==> config.mk <==
export PLATFORM = sky130hd
export DESIGN_NAME = apb_requester_arbiter
export DESIGN_NICKNAME = d
export VERILOG_FILES = /design/src/rtl/apb_requester_arbiter_pkg.sv /design/src/rtl/apb_requester_arbiter_rr_priority_select.sv /design/src/rtl/apb_requester_arbiter.sv
export SDC_FILE = /design/constraint.sdc
export NUM_CORES = 1
export LEC_CHECK = 0
export ABC_AREA = 1
export CAP_MARGIN = 30
export CELL_PAD_IN_SITES_DETAIL_PLACEMENT = 2
export CELL_PAD_IN_SITES_GLOBAL_PLACEMENT = 2
export CORE_MARGIN = 4
export CORE_UTILIZATION = 17
export DETAILED_ROUTE_END_ITERATION = 7
export PLACE_DENSITY_LB_ADDON = 0.12
export SYNTH_ARGS = -nofsm -noshare
export SYNTH_HDL_FRONTEND = slang
export SYNTH_SLANG_ARGS = --single-unit
export TNS_END_PERCENT = 5
==> constraint.sdc <==
create_clock -name clk -period 1.4 [get_ports clk]
set_input_delay 0.28 -clock clk [delete_from_list [all_inputs] [get_ports clk]]
set_output_delay 0.28 -clock clk [all_outputs]
set_load 0.05 [all_outputs]
==> src/rtl/apb_requester_arbiter_pkg.sv <==
// rtl/apb_requester_arbiter_pkg.sv - shared types and default widths for the APB requester arbiter
package apb_arb_pkg;

    typedef enum logic [1:0] {
        IDLE   = 2'd0,
        SETUP  = 2'd1,
        ACCESS = 2'd2
    } arb_state_t;

    localparam int DEF_NUM_REQ        = 2;
    localparam int DEF_ADDR_WIDTH     = 16;
    localparam int DEF_DATA_WIDTH     = 16;
    localparam int DEF_TIMEOUT_CYCLES = 255;

    // Index width that stays legal (>= 1 bit) for a single requester.
    function automatic int id_width(input int n);
        return (n > 1) ? $clog2(n) : 1;
    endfunction

endpackage

==> src/rtl/apb_requester_arbiter_rr_priority_select.sv <==
// rtl/apb_requester_arbiter_rr_priority_select.sv - combinational round-robin winner picker
module rr_priority_select
    import apb_arb_pkg::*;
#(
    parameter int NUM_REQ = DEF_NUM_REQ,
    parameter int IDW     = id_width(NUM_REQ)
) (
    input  logic [NUM_REQ-1:0] req,
    input  logic [IDW-1:0]     rr_ptr,
    output logic [IDW-1:0]     grant_idx,
    output logic               grant_valid
);

    // Scan from the farthest slot back toward rr_ptr so the nearest requester at or after rr_ptr wins.
    always_comb begin
        int slot;
        slot        = 0;
        grant_idx   = '0;
        grant_valid = 1'b0;
        for (int i = NUM_REQ - 1; i >= 0; i--) begin
            slot = int'(rr_ptr) + i;
            if (slot >= NUM_REQ) begin
                slot = slot - NUM_REQ;
            end
            if (req[slot]) begin
                grant_idx   = IDW'(slot);
                grant_valid = 1'b1;
            end
        end
    end

endmodule

==> src/rtl/apb_requester_arbiter.sv <==
// rtl/apb_requester_arbiter.sv - round-robin N:1 APB requester arbiter; APB_ARB_TIMEOUT_EN adds an access watchdog
module apb_requester_arbiter
    import apb_arb_pkg::*;
#(
    parameter int NUM_REQ        = DEF_NUM_REQ,
    parameter int ADDR_WIDTH     = DEF_ADDR_WIDTH,
    parameter int DATA_WIDTH     = DEF_DATA_WIDTH,
    parameter int TIMEOUT_CYCLES = DEF_TIMEOUT_CYCLES
) (
    input  logic                              clk,
    input  logic                              rst,
    input  logic [NUM_REQ-1:0]                s_psel,
    input  logic [NUM_REQ-1:0]                s_penable,
    input  logic [NUM_REQ-1:0]                s_pwrite,
    input  logic [NUM_REQ*ADDR_WIDTH-1:0]     s_paddr,
    input  logic [NUM_REQ*DATA_WIDTH-1:0]     s_pwdata,
    input  logic [NUM_REQ*DATA_WIDTH/8-1:0]   s_pstrb,
    output logic [NUM_REQ-1:0]                s_pready,
    output logic [DATA_WIDTH-1:0]             s_prdata,
    output logic                              s_pslverr,
    output logic                              m_psel,
    output logic                              m_penable,
    output logic                              m_pwrite,
    output logic [ADDR_WIDTH-1:0]             m_paddr,
    output logic [DATA_WIDTH-1:0]             m_pwdata,
    output logic [DATA_WIDTH/8-1:0]           m_pstrb,
    input  logic                              m_pready,
    input  logic                              m_pslverr,
    input  logic [DATA_WIDTH-1:0]             m_prdata,
`ifdef APB_ARB_TIMEOUT_EN
    output logic                              timeout_flag,
`endif
    output logic [id_width(NUM_REQ)-1:0]      grant_id
);

    localparam int IDW = id_width(NUM_REQ);
    localparam int SW  = DATA_WIDTH / 8;

    arb_state_t     state_q;
    arb_state_t     state_d;
    logic [IDW-1:0] rr_ptr_q;
    logic [IDW-1:0] next_ptr;
    logic [IDW-1:0] win_idx;
    logic           win_valid;
    logic           timeout_hit;
    logic           done;

    rr_priority_select #(
        .NUM_REQ (NUM_REQ),
        .IDW     (IDW)
    ) u_sel (
        .req         (s_psel),
        .rr_ptr      (rr_ptr_q),
        .grant_idx   (win_idx),
        .grant_valid (win_valid)
    );

`ifdef APB_ARB_TIMEOUT_EN
    localparam int TW = $clog2(TIMEOUT_CYCLES + 1);
    logic [TW-1:0] to_cnt_q;

    assign timeout_hit = (state_q == ACCESS) && !m_pready && (to_cnt_q == TW'(TIMEOUT_CYCLES));

    // Watchdog: count ACCESS cycles of the current transfer; the flag stays set until reset.
    always_ff @(posedge clk) begin
        if (rst) begin
            to_cnt_q     <= '0;
            timeout_flag <= 1'b0;
        end else begin
            if (state_d == SETUP) begin
                to_cnt_q <= '0;
            end else if (state_q == ACCESS && to_cnt_q != TW'(TIMEOUT_CYCLES)) begin
                to_cnt_q <= to_cnt_q + 1'b1;
            end
            if (timeout_hit) begin
                timeout_flag <= 1'b1;
            end
        end
    end
`else
    assign timeout_hit = 1'b0;
`endif

    assign done     = (state_q == ACCESS) && (m_pready || timeout_hit);
    assign next_ptr = (grant_id == IDW'(NUM_REQ - 1)) ? '0 : grant_id + 1'b1;

    // Next-state: one mandatory IDLE cycle between transfers keeps the rotation fair.
    always_comb begin
        state_d = state_q;
        case (state_q)
            IDLE:    if (win_valid) state_d = SETUP;
            SETUP:   state_d = ACCESS;
            ACCESS:  if (done) state_d = IDLE;
            default: state_d = IDLE;
        endcase
    end

    // Response path: route the downstream completion to the granted requester only.
    always_comb begin
        s_pready  = '0;
        s_prdata  = '0;
        s_pslverr = 1'b0;
        if (done) begin
            s_pready  = NUM_REQ'(1) << grant_id;
            s_prdata  = timeout_hit ? '0 : m_prdata;
            s_pslverr = m_pslverr | timeout_hit;
        end
    end

    // State, registered downstream outputs and winner capture.
    always_ff @(posedge clk) begin
        if (rst) begin
            state_q   <= IDLE;
            rr_ptr_q  <= '0;
            grant_id  <= '0;
            m_psel    <= 1'b0;
            m_penable <= 1'b0;
            m_pwrite  <= 1'b0;
            m_paddr   <= '0;
            m_pwdata  <= '0;
            m_pstrb   <= '0;
        end else begin
            state_q   <= state_d;
            m_psel    <= (state_d != IDLE);
            m_penable <= (state_d == ACCESS);
            if (state_q == IDLE && win_valid) begin
                grant_id <= win_idx;
                m_pwrite <= s_pwrite[win_idx];
                m_paddr  <= s_paddr[win_idx*ADDR_WIDTH +: ADDR_WIDTH];
                m_pwdata <= s_pwdata[win_idx*DATA_WIDTH +: DATA_WIDTH];
                m_pstrb  <= s_pstrb[win_idx*SW +: SW];
            end
            if (done) begin
                rr_ptr_q <= next_ptr;
            end
        end
    end

    // A requester must never raise penable without its psel.
    assert property (@(posedge clk) disable iff (rst) ((s_penable & ~s_psel) == '0));

endmodule

Word level (Yosys, flattened, before mapping) --
Cells that the tools add are included.
Operators by class: add/subtract/negate cells 4, $lt $le $gt $ge 5, eq/ne operators 3, shift-type cells 4, multiplexer cells 21, reduce and logical (&&, ||, !) cells 4
Operators by type and width (count):
- $lt 32x3->1 const B | 2
- $mux 32 | 2
- $shiftx 32x6->16 | 2
- $ge 32x3->1 const B | 1
- $sub 32x3->32 const B | 1
- $mux 16 | 1
- $mux 1 | 14
- $mux 2 | 3
- $pmux 2 s3 | 1
- $eq 2x2->1 const B | 2
- $shiftx 4x3->2 | 1
- $sub 1x2->3 const B | 1
- $add 1x1->2 const B | 1
- $eq 2x1->1 const B | 1
- $ge 1x2->1 const B | 1
- $logic_and 1x1->1 | 2
- $logic_not 2->1 | 1
- $lt 1x2->1 const B | 1
- $reduce_bool 2->1 | 1
- $shl 1x1->2 const A | 1
- $add 1x1->1 const B | 1
Storage, ports and cells: register bits 41, bits of input ports 94, output and inout bits 57, word-level logic and storage cells 50

Longest topological paths before layout --
word-level depth 11, mapped depth 7, gate-level depth less buffers 6

Modules after synthesis --
From an unflattened synthesis, not the netlist that was laid out.
Unflattened totals: cells, all modules 404, area, all modules 2272.2 um^2
Modules (own cells, without submodules):
- apb_requester_arbiter | times used 1, cells each 400, area each 2253.4 um^2, seq. area each 820.8 um^2
- rr_priority_select | times used 1, cells each 4, area each 18.8 um^2, seq. area each 0.0 um^2

Least setup slack after synthesis --
OpenSTA, ideal clock, no wires.
kind flip-flop to output port, start point reg grant_id, end point out s_pready[1], data arrival time 1.426 ns, path slack -0.306 ns, stages on the path, launching flop included 3, buffers on the path 0, cells stage by stage dfxtp_1 inv_1 nor2_1
Between the ends: cells in the longest elaborated chain, start to end 2
RTL lines:
- start: declaration | line apb_requester_arbiter.sv:33 | output logic [id_width(NUM_REQ)-1:0] grant_id
- start signal: assignment | line apb_requester_arbiter.sv:127 | grant_id <= win_idx;
- $shl 1x1->2 | line apb_requester_arbiter.sv:104 | s_pready = NUM_REQ'(1) << grant_id;
- $mux 2 | line apb_requester_arbiter.sv:103 | if (done) begin
- end: declaration | line apb_requester_arbiter.sv:18 | output logic [NUM_REQ-1:0] s_pready,
No other way between the ends.

Final worst setup path --
start point reg state_q[0], end point out s_prdata[0]
Between the ends: cells in the longest elaborated chain, start to end 3
RTL lines:
- start: declaration | line apb_requester_arbiter.sv:39 | arb_state_t state_q;
- start signal: assignment | line apb_requester_arbiter.sv:123 | state_q <= state_d;
- $eq 2x2->1 | line apb_requester_arbiter.sv:84 | assign done = (state_q == ACCESS) && (m_pready || timeout_hit);
- $logic_and 1x1->1 | line apb_requester_arbiter.sv:84
- $mux 16 | line apb_requester_arbiter.sv:103
- end: declaration | line apb_requester_arbiter.sv:19 | output logic [DATA_WIDTH-1:0] s_prdata,
No other way between the ends.

==> results.md <==
- Result of the run: finished, violations left
- Failing checks: negative setup slack
- Actual slew at the worst max-slew pin: a little under 0.3 ns
- Initial detailed-routing violation count: 66
- Part of the Yosys area used for sequential elements: about a third
- Hold endpoint: rr_ptr_q$_SDFFE_PP0P_
- Layout cells sized above 1: 18.54%
- Final GP Congestion: about 0.7
- Minimum clock period: 1.537 ns
- Part of the cycle the worst path needs: 109.8%
- Number of DRC violations after detailed routing: 0
- CTS Hold Buffers Added: 0
- CP Data Arrival Time: around 1.3 ns
- Worst reg2reg endpoint: m_pwdata[0]$_SDFFE_PP0P_
- CTS root buffer: sky130_fd_sc_hd__clkbuf_16
- Post-route cell area: 0.005182 mm^2
- Pwr dens: between 900 and 1000 mW/mm^2
- R2r setup slk: ~0.16 ns
- Largest fanout on the critical path: 11
- Total count of hold-check failures in the final report: 0
- Reg-to-reg startpoint: state_q[0]$_SDFF_PP0_
- Setup repair after global routing missed its margin: true
- CTS tree: built
- Clock transition at the register clock pins on the worst setup and hold paths after CTS: roughly 0.060 ns
- DR vias/cell: about 4.1
- Post-detailed-route count of antenna-violating nets: 0
- Final Max Slew Viols: 0
- Antenna violations before repair: 0
- Area added between synthesis and finish: 107.1%
- Worst clock skew: approximately 0.0023 ns
- Post-synth design cell area: about 0.0025 mm^2
- Total I/O pin count: between 150 and 200
- Total iterations of the first detailed-routing run: 3
- Cell area after placement: about 0.0049 mm^2
- Max-capacitance violation count: 0
- Final Setup Violations: 19
- Worst-Skew Late Latency: a little under 0.3 ns
- Combined global-route utilization of all metal layers: about an eighth
- Maximum number of buffers from clock root to sink: 2
- Worst relative slew slack: about four fifths
- Final worst-path setup slack: -0.1371 ns
- Core region area: around 0.014 mm^2
- Average routed wire per standard cell: roughly 14 um
- Crit path required time: 1.12 ns
- Hold/Removal Path Class: register to register
- Post-Syn Nets: ~540
- Highest attainable clock frequency: 650.6 MHz
- Vias in the first global route: roughly 3,400
- Category of the worst setup path capture point: output port
- Distinct cell type count of the synthesized netlist: 17
- Syn_area_per_cell: around 5.7 um^2
- Critical path type: register to output port
- Post-detail-place hpwl: ~8200 um
- Hold Crit Start: rr_ptr_q$_SDFFE_PP0P_
- Count of vias placed by the detailed router: around 3,200
- Static Leakage: roughly 2.4 nW
- Number of core rows: 44
- Synthesized instance count: 442
- Die X: roughly 130 um
- Nets@finish: between 600 and 700
- Number of placed instances, taps included: 763
- Die Y-Extent: 129.3 um
- Wire length of the first global-routing pass: around 17,000 um
- Post-CTS Repair Setup Buffers: 0
- Post-synthesis register bit count: between 40 and 50
- Residual overflow from global routing: 0
- Synth warnings: 0
- Htree depth: 2
- Clock sink count: slightly above 40
- Effective utilization at floorplan: ~17%
- Fillers: between 1,500 and 2,000
- Final instance count without filler cells: around 770
- Diodes inserted: 0
- Routed wire length: ~11,000 um
- Die Footprint: 0.01673 mm^2
- CP Launch Point: state_q[0]$_SDFF_PP0_
- Path depth of the worst reg2reg path: 7
- Maximum number of pins on one net before global-route repair: 37
- Kind of launch point of the worst setup path: register
- Peak VDD IR: ~0.00042 V
- Port Buffers: 148
- Worst hold stages: 2
- Clock buffer count from CTS: 5
## metal layers
metal  vias to the layer above  track usage, %  part of all wire, %
met5                         -               0                    0
met2                        88           23.38                   50
met1                      1475           15.53                   42
met4                         0           3.706                  1.3
li1                       1581               -                    -
met3                         8           3.504                  6.8
## timing repair
action                                  CTS  global route
resized for setup                        44             1
endpoints found under the hold margin     0             0
endpoints found under the setup margin   19            47
pin swaps                                 0             0
cloned                                    1             0
## worst max-delay path by stage
stage                              to  slack, ns
after floorplan           s_prdata[0]      -0.21
after global placement      s_pslverr      -0.28
after detailed placement  s_prdata[3]      -0.32
after CTS                 s_prdata[2]      -0.15
after global routing        s_pslverr      -0.19
final                     s_prdata[0]      -0.14
## final cells by class
class	instances	area, um^2	area share, %
Multi-Input combinational cell	280	1331	25.69
Clock buffer	8	136.4	2.632
Sequential cell	41	823.3	15.89
Tap cell	184	230.2	4.442
Inverter	94	352.8	6.808
Timing Repair Buffer	165	2308	44.54
## sequential cells by signal (all words and copies together), names as in the netlist
name	flops
m_pstrb	2
m_paddr	16
m_psel	1
rr_ptr_q	1
m_pwdata	16
grant_id	1
m_pwrite	1
state_q	2
m_penable	1
## cell usage in the layout (no fill, tap or decap)
| master | Yosys | layout |
|---|---|---|
| sky130_fd_sc_hd__o21ai_4 | 0 | 1 |
| sky130_fd_sc_hd__buf_4 | 1 | 7 |
| sky130_fd_sc_hd__a21oi_1 | 37 | 37 |
| sky130_fd_sc_hd__o21ai_0 | 3 | 3 |
| sky130_fd_sc_hd__dlygate4sd2_1 | 0 | 1 |
| sky130_fd_sc_hd__clkbuf_1 | 10 | 3 |
| sky130_fd_sc_hd__buf_2 | 8 | 1 |
| sky130_fd_sc_hd__nor2_2 | 2 | 2 |
| sky130_fd_sc_hd__dfxtp_2 | 0 | 2 |
| sky130_fd_sc_hd__dfxtp_1 | 41 | 39 |
| sky130_fd_sc_hd__dlymetal6s2s_1 | 0 | 1 |
| sky130_fd_sc_hd__buf_12 | 0 | 66 |
| sky130_fd_sc_hd__inv_2 | 1 | 2 |
| sky130_fd_sc_hd__nand3_1 | 38 | 37 |
| sky130_fd_sc_hd__nor2_4 | 1 | 20 |
| sky130_fd_sc_hd__inv_1 | 93 | 92 |
| sky130_fd_sc_hd__nand2_1 | 107 | 107 |
| sky130_fd_sc_hd__clkdlybuf4s50_1 | 0 | 88 |
| sky130_fd_sc_hd__buf_16 | 0 | 1 |
| sky130_fd_sc_hd__nor2_1 | 90 | 71 |
| sky130_fd_sc_hd__clkbuf_16 | 0 | 5 |
| sky130_fd_sc_hd__nand3_4 | 0 | 1 |
| sky130_fd_sc_hd__nand2_2 | 1 | 1 |
## cell usage after synthesis
master,number,share of area [%]
sky130_fd_sc_hd__a21oi_1,37,7.4
sky130_fd_sc_hd__o21ai_0,3,0.60
sky130_fd_sc_hd__buf_2,8,1.6
sky130_fd_sc_hd__nor2_2,2,0.50
sky130_fd_sc_hd__nand2_1,107,16
sky130_fd_sc_hd__nand3_1,38,7.6
sky130_fd_sc_hd__buf_1,2,0.30
sky130_fd_sc_hd__nand2_2,1,0.25
sky130_fd_sc_hd__o21ai_2,1,0.35
sky130_fd_sc_hd__buf_6,6,2.7
sky130_fd_sc_hd__inv_2,1,0.15
sky130_fd_sc_hd__clkbuf_1,10,1.5
sky130_fd_sc_hd__nor2_1,90,13
sky130_fd_sc_hd__dfxtp_1,41,33
sky130_fd_sc_hd__inv_1,93,14
sky130_fd_sc_hd__nor2_4,1,0.45
sky130_fd_sc_hd__buf_4,1,0.30
## metrics by stage
stage / power [mW] / hold WS [ns] / TNS (ns) / setup slack [ns] / utilization, %
2_1_floorplan: 2.650 / 0.3491 / -3.842 / -0.2146 / -
3_3_place_gp: 3.903 / 0.4842 / -12.99 / -0.2791 / 33.58
3_5_place_dp: 3.955 / 0.5209 / -14.88 / -0.3216 / 33.58
4_1_cts: 5.208 / 0.5288 / -2.765 / -0.1536 / 35.78
5_1_grt: 5.421 / 0.5514 / -3.313 / -0.1928 / 35.79
6_report: 5.075 / 0.5204 / -2.338 / -0.1371 / 35.79
## worst max-delay path, stage by stage (launching register included)
cell and delay [ns]:
sky130_fd_sc_hd__dfxtp_2 0.33, sky130_fd_sc_hd__inv_2 0.08, sky130_fd_sc_hd__nand3_4 0.10, sky130_fd_sc_hd__buf_12 0.19, sky130_fd_sc_hd__nor2_4 0.11, sky130_fd_sc_hd__buf_12 0.14
## logic make-up after synthesis
logic type | count (synthesis) | synth area share, %
flops | 41 | 32.80
buf+inv | 121 | 20.50
simple gates | 239 | 38.35
compound gates | 41 | 8.350
## where the power goes
part	switching (mW)	internal, mW
sequential	0.166	1.33
combinational	1.27	1.17
clock	0.475	0.664
total	1.91	3.16
No activity file was read; power rests on OpenSTA's default activity.
